===== config.mk =====
export PLATFORM = sky130hd
export DESIGN_NAME = seq_bus_datapath_flat
export DESIGN_NICKNAME = d
export VERILOG_FILES = /design/src/rtl/seq_bus_datapath_pkg.sv /design/src/rtl/seq_bus_datapath_if.sv /design/src/rtl/seq_bus_datapath_regfile.sv /design/src/rtl/seq_bus_datapath.sv /design/src/flat_wrapper.sv
export SDC_FILE = /design/constraint.sdc
export NUM_CORES = 1
export LEC_CHECK = 0
export CAP_MARGIN = 5
export CORE_MARGIN = 1
export CORE_UTILIZATION = 45
export CTS_CLUSTER_SIZE = 10
export DETAILED_ROUTE_END_ITERATION = 10
export SETUP_SLACK_MARGIN = 0.1
export SYNTH_ARGS = -nofsm -noshare
export SYNTH_HDL_FRONTEND = slang
export SYNTH_SLANG_ARGS = --single-unit

===== constraint.sdc =====
create_clock -name clock -period 4.9 [get_ports clock]
set_input_delay 0.49 -clock clock [delete_from_list [all_inputs] [get_ports clock]]
set_output_delay 0.49 -clock clock [all_outputs]
set_load 0.01 [all_outputs]

===== src/rtl/seq_bus_datapath_pkg.sv =====
// seq_dp_pkg: shared types and constants for the self-sequencing bus datapath
package seq_dp_pkg;
  typedef enum logic [2:0] {OP_MOV, OP_ADD, OP_SUB, OP_AND, OP_OR, OP_ADDI, OP_COND, OP_OUT} op_e;
  typedef enum logic [1:0] {IDLE, T1, T2, T3} state_e;
  typedef enum logic [2:0] {REG_A, REG_B, IMM, Z, ZERO} bus_src_e;
  localparam logic [1:0] CC_ZERO  = 2'b00;
  localparam logic [1:0] CC_NZERO = 2'b01;
  localparam logic [1:0] CC_POS   = 2'b10;
  localparam logic [1:0] CC_NEG   = 2'b11;
  function automatic logic is_alu(op_e op);
    return !(op inside {OP_MOV, OP_COND, OP_OUT});
  endfunction
endpackage


===== src/rtl/seq_bus_datapath_if.sv =====
// seq_bus_datapath_if: command/response and observation signals of the datapath
interface seq_bus_datapath_if #(parameter int WIDTH = 32, parameter int AW = 4);
  logic             cmd_valid;
  logic             cmd_ready;
  logic [2:0]       cmd_op;
  logic [AW-1:0]    cmd_ra;
  logic [AW-1:0]    cmd_rb;
  logic [AW-1:0]    cmd_rc;
  logic [WIDTH-1:0] cmd_imm;
  logic             cmd_ba;
  logic             rsp_valid;
  logic             rsp_cond;
  logic [WIDTH-1:0] out_data;
  logic [WIDTH-1:0] bus_data;
  modport master (output cmd_valid, cmd_op, cmd_ra, cmd_rb, cmd_rc, cmd_imm, cmd_ba,
                  input cmd_ready, rsp_valid, rsp_cond, out_data, bus_data);
  modport slave (input cmd_valid, cmd_op, cmd_ra, cmd_rb, cmd_rc, cmd_imm, cmd_ba,
                 output cmd_ready, rsp_valid, rsp_cond, out_data, bus_data);
endinterface


===== src/rtl/seq_bus_datapath_regfile.sv =====
// dp_regfile: NREGS x WIDTH register file, one write port, two combinational read ports
module dp_regfile #(
  parameter int WIDTH = 32,
  parameter int NREGS = 16
) (
  input  logic                     clock,
  input  logic                     clear,
  input  logic                     we,
  input  logic [$clog2(NREGS)-1:0] wa,
  input  logic [WIDTH-1:0]         wd,
  input  logic [$clog2(NREGS)-1:0] ra_a,
  input  logic [$clog2(NREGS)-1:0] ra_b,
  output logic [WIDTH-1:0]         rd_a,
  output logic [WIDTH-1:0]         rd_b
);
  logic [WIDTH-1:0] r [NREGS];
  always_ff @(posedge clock) begin
    if (!clear) begin
      for (int i = 0; i < NREGS; i++) r[i] <= '0;
    end else if (we) begin
      r[wa] <= wd;
    end
  end
  assign rd_a = r[ra_a];
  assign rd_b = r[ra_b];
endmodule


===== src/rtl/seq_bus_datapath.sv =====
// seq_bus_datapath: register-file datapath with Y/Z ALU staging, sequenced by a T-step FSM
module seq_bus_datapath
  import seq_dp_pkg::*;
#(
  parameter int WIDTH = 32,
  parameter int NREGS = 16
) (
  input  logic              clock,
  input  logic              clear,
  seq_bus_datapath_if.slave bus
);
  localparam int AW = $clog2(NREGS);
  state_e           state;
  op_e              op;
  logic [AW-1:0]    ra, rb, rc;
  logic [WIDTH-1:0] imm, y, z, out_q;
  logic             ba, cond_q, rsp_q, ready_q;
  bus_src_e         src;
  logic [WIDTH-1:0] rd_a, rd_b, src_a, bus_v, alu;
  logic [1:0]       cc;
  logic             cond_f, we;
  dp_regfile #(.WIDTH(WIDTH), .NREGS(NREGS)) u_rf (
    .clock(clock),
    .clear(clear),
    .we(we),
    .wa(ra),
    .wd(bus_v),
    .ra_a(rb),
    .ra_b(rc),
    .rd_a(rd_a),
    .rd_b(rd_b)
  );
  always_comb begin
    src    = state == T1 ? REG_A
           : state == T2 ? (op == OP_ADDI ? IMM : REG_B)
           : state == T3 ? Z : ZERO;
    src_a  = (ba && rb == '0) ? '0 : rd_a;
    bus_v  = src == REG_A ? src_a
           : src == REG_B ? rd_b
           : src == IMM   ? imm
           : src == Z     ? z : '0;
    alu    = op == OP_SUB ? y - bus_v
           : op == OP_AND ? y & bus_v
           : op == OP_OR  ? y | bus_v : y + bus_v;
    cc     = 2'(ra);
    cond_f = cc == CC_ZERO  ? bus_v == '0
           : cc == CC_NZERO ? bus_v != '0
           : cc == CC_POS   ? !bus_v[WIDTH-1] : bus_v[WIDTH-1];
    we     = (state == T1 && op == OP_MOV) || state == T3;
  end
  // rsp_valid and cmd_ready are registered and set one state ahead of where they apply
  always_ff @(posedge clock) begin
    if (!clear) begin
      state   <= IDLE;
      op      <= OP_MOV;
      ra      <= '0;
      rb      <= '0;
      rc      <= '0;
      imm     <= '0;
      ba      <= 1'b0;
      y       <= '0;
      z       <= '0;
      out_q   <= '0;
      cond_q  <= 1'b0;
      rsp_q   <= 1'b0;
      ready_q <= 1'b1;
    end else begin
      unique case (state)
        IDLE: if (bus.cmd_valid && ready_q) begin
          op      <= op_e'(bus.cmd_op);
          ra      <= bus.cmd_ra;
          rb      <= bus.cmd_rb;
          rc      <= bus.cmd_rc;
          imm     <= bus.cmd_imm;
          ba      <= bus.cmd_ba;
          state   <= T1;
          ready_q <= 1'b0;
          rsp_q   <= !is_alu(op_e'(bus.cmd_op));
        end
        T1: begin
          state   <= is_alu(op) ? T2 : IDLE;
          ready_q <= !is_alu(op);
          rsp_q   <= 1'b0;
          if (is_alu(op)) y <= bus_v;
          if (op == OP_COND) cond_q <= cond_f;
          if (op == OP_OUT) out_q <= bus_v;
        end
        T2: begin
          z     <= alu;
          state <= T3;
          rsp_q <= 1'b1;
        end
        T3: begin
          state   <= IDLE;
          rsp_q   <= 1'b0;
          ready_q <= 1'b1;
        end
      endcase
    end
  end
  assign bus.cmd_ready = ready_q;
  assign bus.rsp_valid = rsp_q;
  assign bus.rsp_cond  = cond_q;
  assign bus.out_data  = out_q;
  assign bus.bus_data  = bus_v;
endmodule


===== src/flat_wrapper.sv =====
// flat-port wrapper written by rule: the top's interface ports become plain ports
module seq_bus_datapath_flat import seq_dp_pkg::*;
#(
  parameter int WIDTH = 32,
  parameter int NREGS = 16
)
  (clock, clear, bus_cmd_valid, bus_cmd_op, bus_cmd_ra, bus_cmd_rb, bus_cmd_rc, bus_cmd_imm, bus_cmd_ba, bus_cmd_ready, bus_rsp_valid, bus_rsp_cond, bus_out_data, bus_bus_data);
  seq_bus_datapath_if #(.WIDTH(WIDTH), .AW((4))) bus_i ();
  input  logic clock;
  input  logic clear;
  input wire logic [$bits(bus_i.cmd_valid)-1:0] bus_cmd_valid;
  input wire logic [$bits(bus_i.cmd_op)-1:0] bus_cmd_op;
  input wire logic [$bits(bus_i.cmd_ra)-1:0] bus_cmd_ra;
  input wire logic [$bits(bus_i.cmd_rb)-1:0] bus_cmd_rb;
  input wire logic [$bits(bus_i.cmd_rc)-1:0] bus_cmd_rc;
  input wire logic [$bits(bus_i.cmd_imm)-1:0] bus_cmd_imm;
  input wire logic [$bits(bus_i.cmd_ba)-1:0] bus_cmd_ba;
  output wire logic [$bits(bus_i.cmd_ready)-1:0] bus_cmd_ready;
  output wire logic [$bits(bus_i.rsp_valid)-1:0] bus_rsp_valid;
  output wire logic [$bits(bus_i.rsp_cond)-1:0] bus_rsp_cond;
  output wire logic [$bits(bus_i.out_data)-1:0] bus_out_data;
  output wire logic [$bits(bus_i.bus_data)-1:0] bus_bus_data;
  assign bus_i.cmd_valid = bus_cmd_valid;
  assign bus_i.cmd_op = bus_cmd_op;
  assign bus_i.cmd_ra = bus_cmd_ra;
  assign bus_i.cmd_rb = bus_cmd_rb;
  assign bus_i.cmd_rc = bus_cmd_rc;
  assign bus_i.cmd_imm = bus_cmd_imm;
  assign bus_i.cmd_ba = bus_cmd_ba;
  assign bus_cmd_ready = bus_i.cmd_ready;
  assign bus_rsp_valid = bus_i.rsp_valid;
  assign bus_rsp_cond = bus_i.rsp_cond;
  assign bus_out_data = bus_i.out_data;
  assign bus_bus_data = bus_i.bus_data;
  seq_bus_datapath #(.WIDTH(WIDTH), .NREGS(NREGS)) u_core (.clock(clock), .clear(clear), .bus(bus_i));
endmodule

Word-level counts from Yosys, hierarchy flattened. Memories as Yosys holds them, arrays and structs flattened. A register that Yosys moved wholly into a read port is not among the register bits. Cells that the tools add are included.

Bitwise operators: 3. Eq/ne operators: 17. Muxes and demuxes: 33. $add $sub $neg: 2. Reduce and logical (&&, ||, !) cells: 23.

Operator list (count): 2-to-1 mux 32 bit (9); adder 32 bit (1); AND 32 bit (1); logical NOT 32 bit (1); bitwise OR 32 bit (1); nonzero test 32 bit (1); OR reduction 32 bit (1); subtractor 32 bit (1); 2-to-1 mux 4 bit (5); equality test 3 bit (second input constant) (6); equality test 3 x 2 -> 1 bit (second input constant) (4); 2-to-1 mux 1 bit (10); AND reduction 2 bit (5); logical NOT 3 bit (3); 2-to-1 mux 3 bit (3); nonzero test 3 bit (3); case mux 2 bit (4 select lines) (1); equality test 2 bit (second input constant) (3); 2-to-1 mux 2 bit (3); case mux 1 bit (3 select lines) (2); equality test 2 x 1 -> 1 bit (second input constant) (2); logical NOT 2 bit (2); logical NOT 4 bit (1); equality test 3 x 1 -> 1 bit (second input constant) (1); 6 further kinds (8).

Memory bits (writable): 512. Logic and storage cells: 92. Memories kept: 1. Register bits: 149.

Memories: u_core.u_rf.r (depth 16, bits a word 32, read ports 2, clocked after memory_dff 2, wr ports 16, line seq_bus_datapath_regfile.sv:16) `logic [WIDTH-1:0] r [NREGS];`.

Depth between registers and ports, before layout.
Depth in word-level cells: 13. Gate-level depth with buffers: 23. Depth with buffers taken out: 17.

Modules after synthesis. From an unflattened synthesis, not the netlist that was laid out.

Cells, all modules: 3168. Area total of the unflattened synthesis: 37641.1 sq um.

By module, submodules not included: dp_regfile (cells an instance 1687, area each 26546.7 sq um, sequential area each 15374.7 sq um, times used 1); seq_bus_datapath (cells an instance 1481, area each 11094.4 sq um, sequential area each 2982.9 sq um, times used 1).

Worst setup path before layout. Ideal clock, no wire load.

Path type: reg-to-reg. Start point: register (tool-made name). End point: register u_core.z[30]. Slack: -0.116 ns. Path buffers: 3. Data arrival time: 4.884 ns. Clock period less this slack: 5.016 ns. Stages on the path, launching flop included: 21. Setup time: 0.133 ns. Path through: dfxtp_1 -> clkbuf_1 -> buf_2 -> mux4_2 -> a22oi_1 -> o211ai_1 -> a22oi_1 -> clkbuf_1 -> inv_1 -> ha_1 -> fa_1 -> a211oi_1 -> o21ai_0 -> a211o_1 -> a211oi_1 -> o21ai_0 -> a21oi_1 -> o41ai_1 -> mux2_2 -> a32oi_1 -> a31oi_1.

RTL lines: end signal: assignment (line seq_bus_datapath.sv:89) `z <= alu;`; end: declaration (line seq_bus_datapath.sv:16) `logic [WIDTH-1:0] imm, y, z, out_q;`.

==> summary.md <==
The run finished with clean final reports. The critical-path maximum fanout works out to 8. For this run, the post-layout net count is 3,678. The first detailed-routing pass took 6 iterations. The number of pins exceeding their max-slew limit in the final report was 0. The top flip-flop cell by instance count after synthesis is sky130_fd_sc_hd__edfxtp_1. The multi-input combinational cells in the finished layout cover a total of 17,000 um2.

In this run the remaining antenna-violating nets after routing total 0. Dividing total power by cell area gives a power density of 349 nW/um2. Global routing consumed, on the met3 layer, 8.94% of the routing resources. The path class of the tightest hold or removal check is in2reg. After the flow finishes, the layout carries non-filler instances totaling 4,654. The worst clock skew is 19.4 ps. The tools report the fraction of met2 tracks used by global routing as 52.3%. Following the worst setup path forward leads to its endpoint at u_core.z[30]. For the floorplan die area, the log shows 82,300 um2. In the routed layout, each cell is associated on average with a via count of 6.36. In this run, placement finished with an instance count of 4,493.

Setup slack on the worst reg-to-reg path comes out at 120 ps. Synthesis produced a netlist whose cell count is 3,213. The number of flops mapped to enable cells by yosys was 512; the post-cts hold buffer count was 0. The number of antenna violations at the first check in global routing is 3. Synthesis inferred 669 register bits. The first global-routing pass estimated 194 mm of wire. Global routing consumed, over all layers together, 32.6% of the routing resources. The initial utilization of the core area, before any placement, comes to 45.4%. The worst-case IR drop observed on VDD is 0.247 mV.

The worst setup path is launched from a flop. The run gives 0 as the number of hold violations in the final report. Leaving out fill and tap cells, the most frequent cell in the layout is sky130_fd_sc_hd__nor2_1.

The tools report the total clock sinks as 669. In the layout the commonest cells are sky130_fd_sc_hd__nor2_1, sky130_fd_sc_hd__edfxtp_1, sky130_fd_sc_hd__buf_4. In this run, CTS created clock tree buffers numbering 81.

Summed over all layers, the global routing overflow is 0. The die is 287 um tall. Once placement finished, the instance area stood at 41,500 um2. Fill cell total of the finished layout: 6,866. After detailed routing, the number of remaining DRC violations is 0. The Yosys step of the flow raised 0 warnings. The number of buffer cells added on primary ports is 117.

The total wire length after detailed routing is 135 mm. Timing would allow up to 209 MHz. Share of the clock period used by the worst path after layout: 97.6%. met2 is the most crowded layer. The run gives 33.0% as the worst relative slew slack. The capturing element type of the critical path was a flop. Measured in cells, the most critical reg-to-reg path has a length of 19. The post-synthesis to final-layout area growth was 21.7%. Number of inserted diodes: 0. Cells fill 55.3% of the core in the end. The clock-pin slew on the worst setup and hold paths works out to 60 ps. The time the worst path needs with I/O delays and setup was 4780 ps.

Setup violations remaining at the end of the flow were counted as 0. The count of standard-cell rows is 104. The via count of the first global-routing pass was 29,273; the combined flip-flop and latch cell area was 18,500 um2. In this run the number of H-tree levels came out at 3. Once layout is done, the placed cells without fillers occupy 44,500 um2.

The async set-reset flop share out of synthesis was 0%. The maximum number of pins on one net before global-route repair is 84, and the clock network latency to the later pin of the worst-skew pair is 640 ps. In the final routed layout, each cell accounts on average for 29.0 um. The synthesized design spends more area on one cell type than any other, namely sky130_fd_sc_hd__edfxtp_1. For this block, the initial DRC count from the detailed router was 3,678.

Averaged over all synthesized cells, the footprint is 11.4 um2. The run gives 5400 ps as the data required time at the worst endpoint. At the end of routability-driven placement, the weighted congestion stood at 0.956. In this run the static leakage power is 15.5 nW. For the pin with the worst max-slew slack, the measured transition is 1010 ps. TritonCTS built the clock tree. The max-cap violation count was 0; the die width was 287 um. In this run the biggest area consumer among cell types represents 42.1% of the synthesized area.

The clock passes through at most 3 buffers. The area of the core region is 80,400 um2. The worst register-to-register path ends at u_core.z[30]. The run gives 3,362 as the number of nets in the synthesized netlist. After synthesis, the cell types taking the most area are sky130_fd_sc_hd__edfxtp_1, sky130_fd_sc_hd__mux4_2, sky130_fd_sc_hd__dfxtp_1. Layout cell share with drive strength beyond 1: 25.7%. For this block, the via count after detailed routing is 29,589. The logs give 50.7% for the part of the Yosys area used for sequential elements and 5290 ps for the arrival time of the worst setup path. Kind of critical path: reg2reg. The HPWL after detailed placement is 88.5 mm. For this design the top-level I/O count stands at 118. The mapped cell area is 36,500 um2. For met1 alone, demand over resource in global routing was 42.4%. The tools report the clock root buffer master as sky130_fd_sc_hd__clkbuf_16. Setup repair after global routing could not meet its margin everywhere. The tools report the number of different library cells in the post-synthesis netlist as 68.
==> final cells by class <==
type / count / area share [%]
Inverter: 99 / 0.850
Clock buffer: 137 / 5.26
Sequential cell: 669 / 41.7
Multi-Input combinational cell: 2142 / 38.1
Tap cell: 1060 / 2.98
Clock inverter: 11 / 0.234
Timing Repair Buffer: 536 / 10.8
==> metal layers <==
metal / vias up / wire length (um)
li1: 12540 / -
met1: 14854 / 50900
met2: 1888 / 63100
met3: 305 / 16400
met4: 2 / 4620
met5: - / 13
==> metrics by stage <==
stage | TNS, ps | hold WS [ps] | total power, mW | worst slack (ps)
finish | 0 | 410 | 15.5 | 117
CTS | 0 | 391 | 15.4 | 65.4
global route | -1.54 | 408 | 16.0 | -1.54
floorplan | 0 | 426 | 8.27 | 108
detailed placement | -648 | 451 | 9.69 | -326
global placement | -531 | 445 | 9.66 | -241
==> worst min path at each step <==
stage	startpoint	end	slack, ps	cells after the start
after floorplan	u_core.z[7]	u_core.z[7]	430	2
after global placement	u_core.imm[0]	u_core.imm[0]	440	2
after detailed placement	u_core.z[0]	u_core.z[0]	450	2
after CTS	bus_cmd_imm[4]	u_core.imm[4]	390	3
after global routing	bus_cmd_imm[15]	u_core.imm[15]	410	3
final	bus_cmd_imm[4]	u_core.imm[4]	410	3
==> cells in the mapped netlist (16+ instances only) <==
cell	count
sky130_fd_sc_hd__nand3_1	17
sky130_fd_sc_hd__ha_1	96
sky130_fd_sc_hd__mux2_2	35
sky130_fd_sc_hd__nor2b_1	24
sky130_fd_sc_hd__buf_2	34
sky130_fd_sc_hd__a211oi_1	92
sky130_fd_sc_hd__o21ai_0	81
sky130_fd_sc_hd__a31oi_1	22
sky130_fd_sc_hd__dfxtp_1	157
sky130_fd_sc_hd__nand2b_1	18
sky130_fd_sc_hd__o211ai_1	35
sky130_fd_sc_hd__o21bai_1	21
sky130_fd_sc_hd__mux2i_1	111
sky130_fd_sc_hd__o221ai_1	28
sky130_fd_sc_hd__buf_1	16
sky130_fd_sc_hd__a21o_1	18
sky130_fd_sc_hd__o221a_2	23
sky130_fd_sc_hd__clkbuf_1	242
sky130_fd_sc_hd__xnor2_1	39
sky130_fd_sc_hd__a22oi_1	49
sky130_fd_sc_hd__o22ai_1	17
sky130_fd_sc_hd__nand2_1	187
sky130_fd_sc_hd__mux4_2	217
sky130_fd_sc_hd__inv_1	94
sky130_fd_sc_hd__edfxtp_1	512
sky130_fd_sc_hd__nor2_1	697
sky130_fd_sc_hd__nor3_1	24
sky130_fd_sc_hd__a21oi_1	160
==> worst max-delay path, cell delays in order (launching register included) <==
cell                         delay, ps
sky130_fd_sc_hd__dfxtp_4           450
sky130_fd_sc_hd__mux4_2            530
sky130_fd_sc_hd__mux2i_1           170
sky130_fd_sc_hd__mux2i_1           120
sky130_fd_sc_hd__a22oi_1           250
sky130_fd_sc_hd__buf_4             170
sky130_fd_sc_hd__clkinvlp_4        160
sky130_fd_sc_hd__ha_4              210
sky130_fd_sc_hd__fa_2              350
sky130_fd_sc_hd__a211oi_2          300
sky130_fd_sc_hd__o21ai_2           120
sky130_fd_sc_hd__a211o_4           380
sky130_fd_sc_hd__a211oi_4          310
sky130_fd_sc_hd__buf_4             170
sky130_fd_sc_hd__o21ai_2            60
sky130_fd_sc_hd__a21oi_2           220
sky130_fd_sc_hd__o41ai_2            90
sky130_fd_sc_hd__mux2_2            290
sky130_fd_sc_hd__a32oi_1           210
sky130_fd_sc_hd__a31oi_1           100
==> timing repair <==
item / 4_1_cts / 5_1_grt
gates resized for setup: 25 / 76
buffers inserted: 4 / 9
pin swaps: 9 / 29
endpoints found under the setup margin: 14 / 16
==> cell families after synthesis <==
kind of cell    Yosys count  share of synthesized area [%]
simple gates           1015                           11.3
flops                   669                           50.7
compound gates          621                           11.6
buf+inv                 402                           4.39
mux                     363                           17.5
fa+ha+maj                98                           3.40
xor+xnor                 45                           1.08
==> flip-flops by register name, indices dropped and copies added, names as in the netlist, named ones only <==
name	count
u_core.state	1
u_core.bus.cmd_ready	1
u_core.op	3
u_core.y	32
u_core.ba	1
u_core.bus.rsp_cond	1
u_core.ra	4
u_core.rb	4
u_core.z	32
u_core.bus.rsp_valid	1
u_core.u_rf.r	512
u_core.rc	4
u_core.imm	32
u_core.bus.out_data	32
==> power by group <==
part           switching, mW  total, mW  internal [mW]
clock                   2.41       5.71           3.29
combinational           1.87       3.32           1.45
sequential             0.161       6.47           6.31
total                   4.44       15.5           11.1
Note: power is estimated with default switching activity, not from simulation.
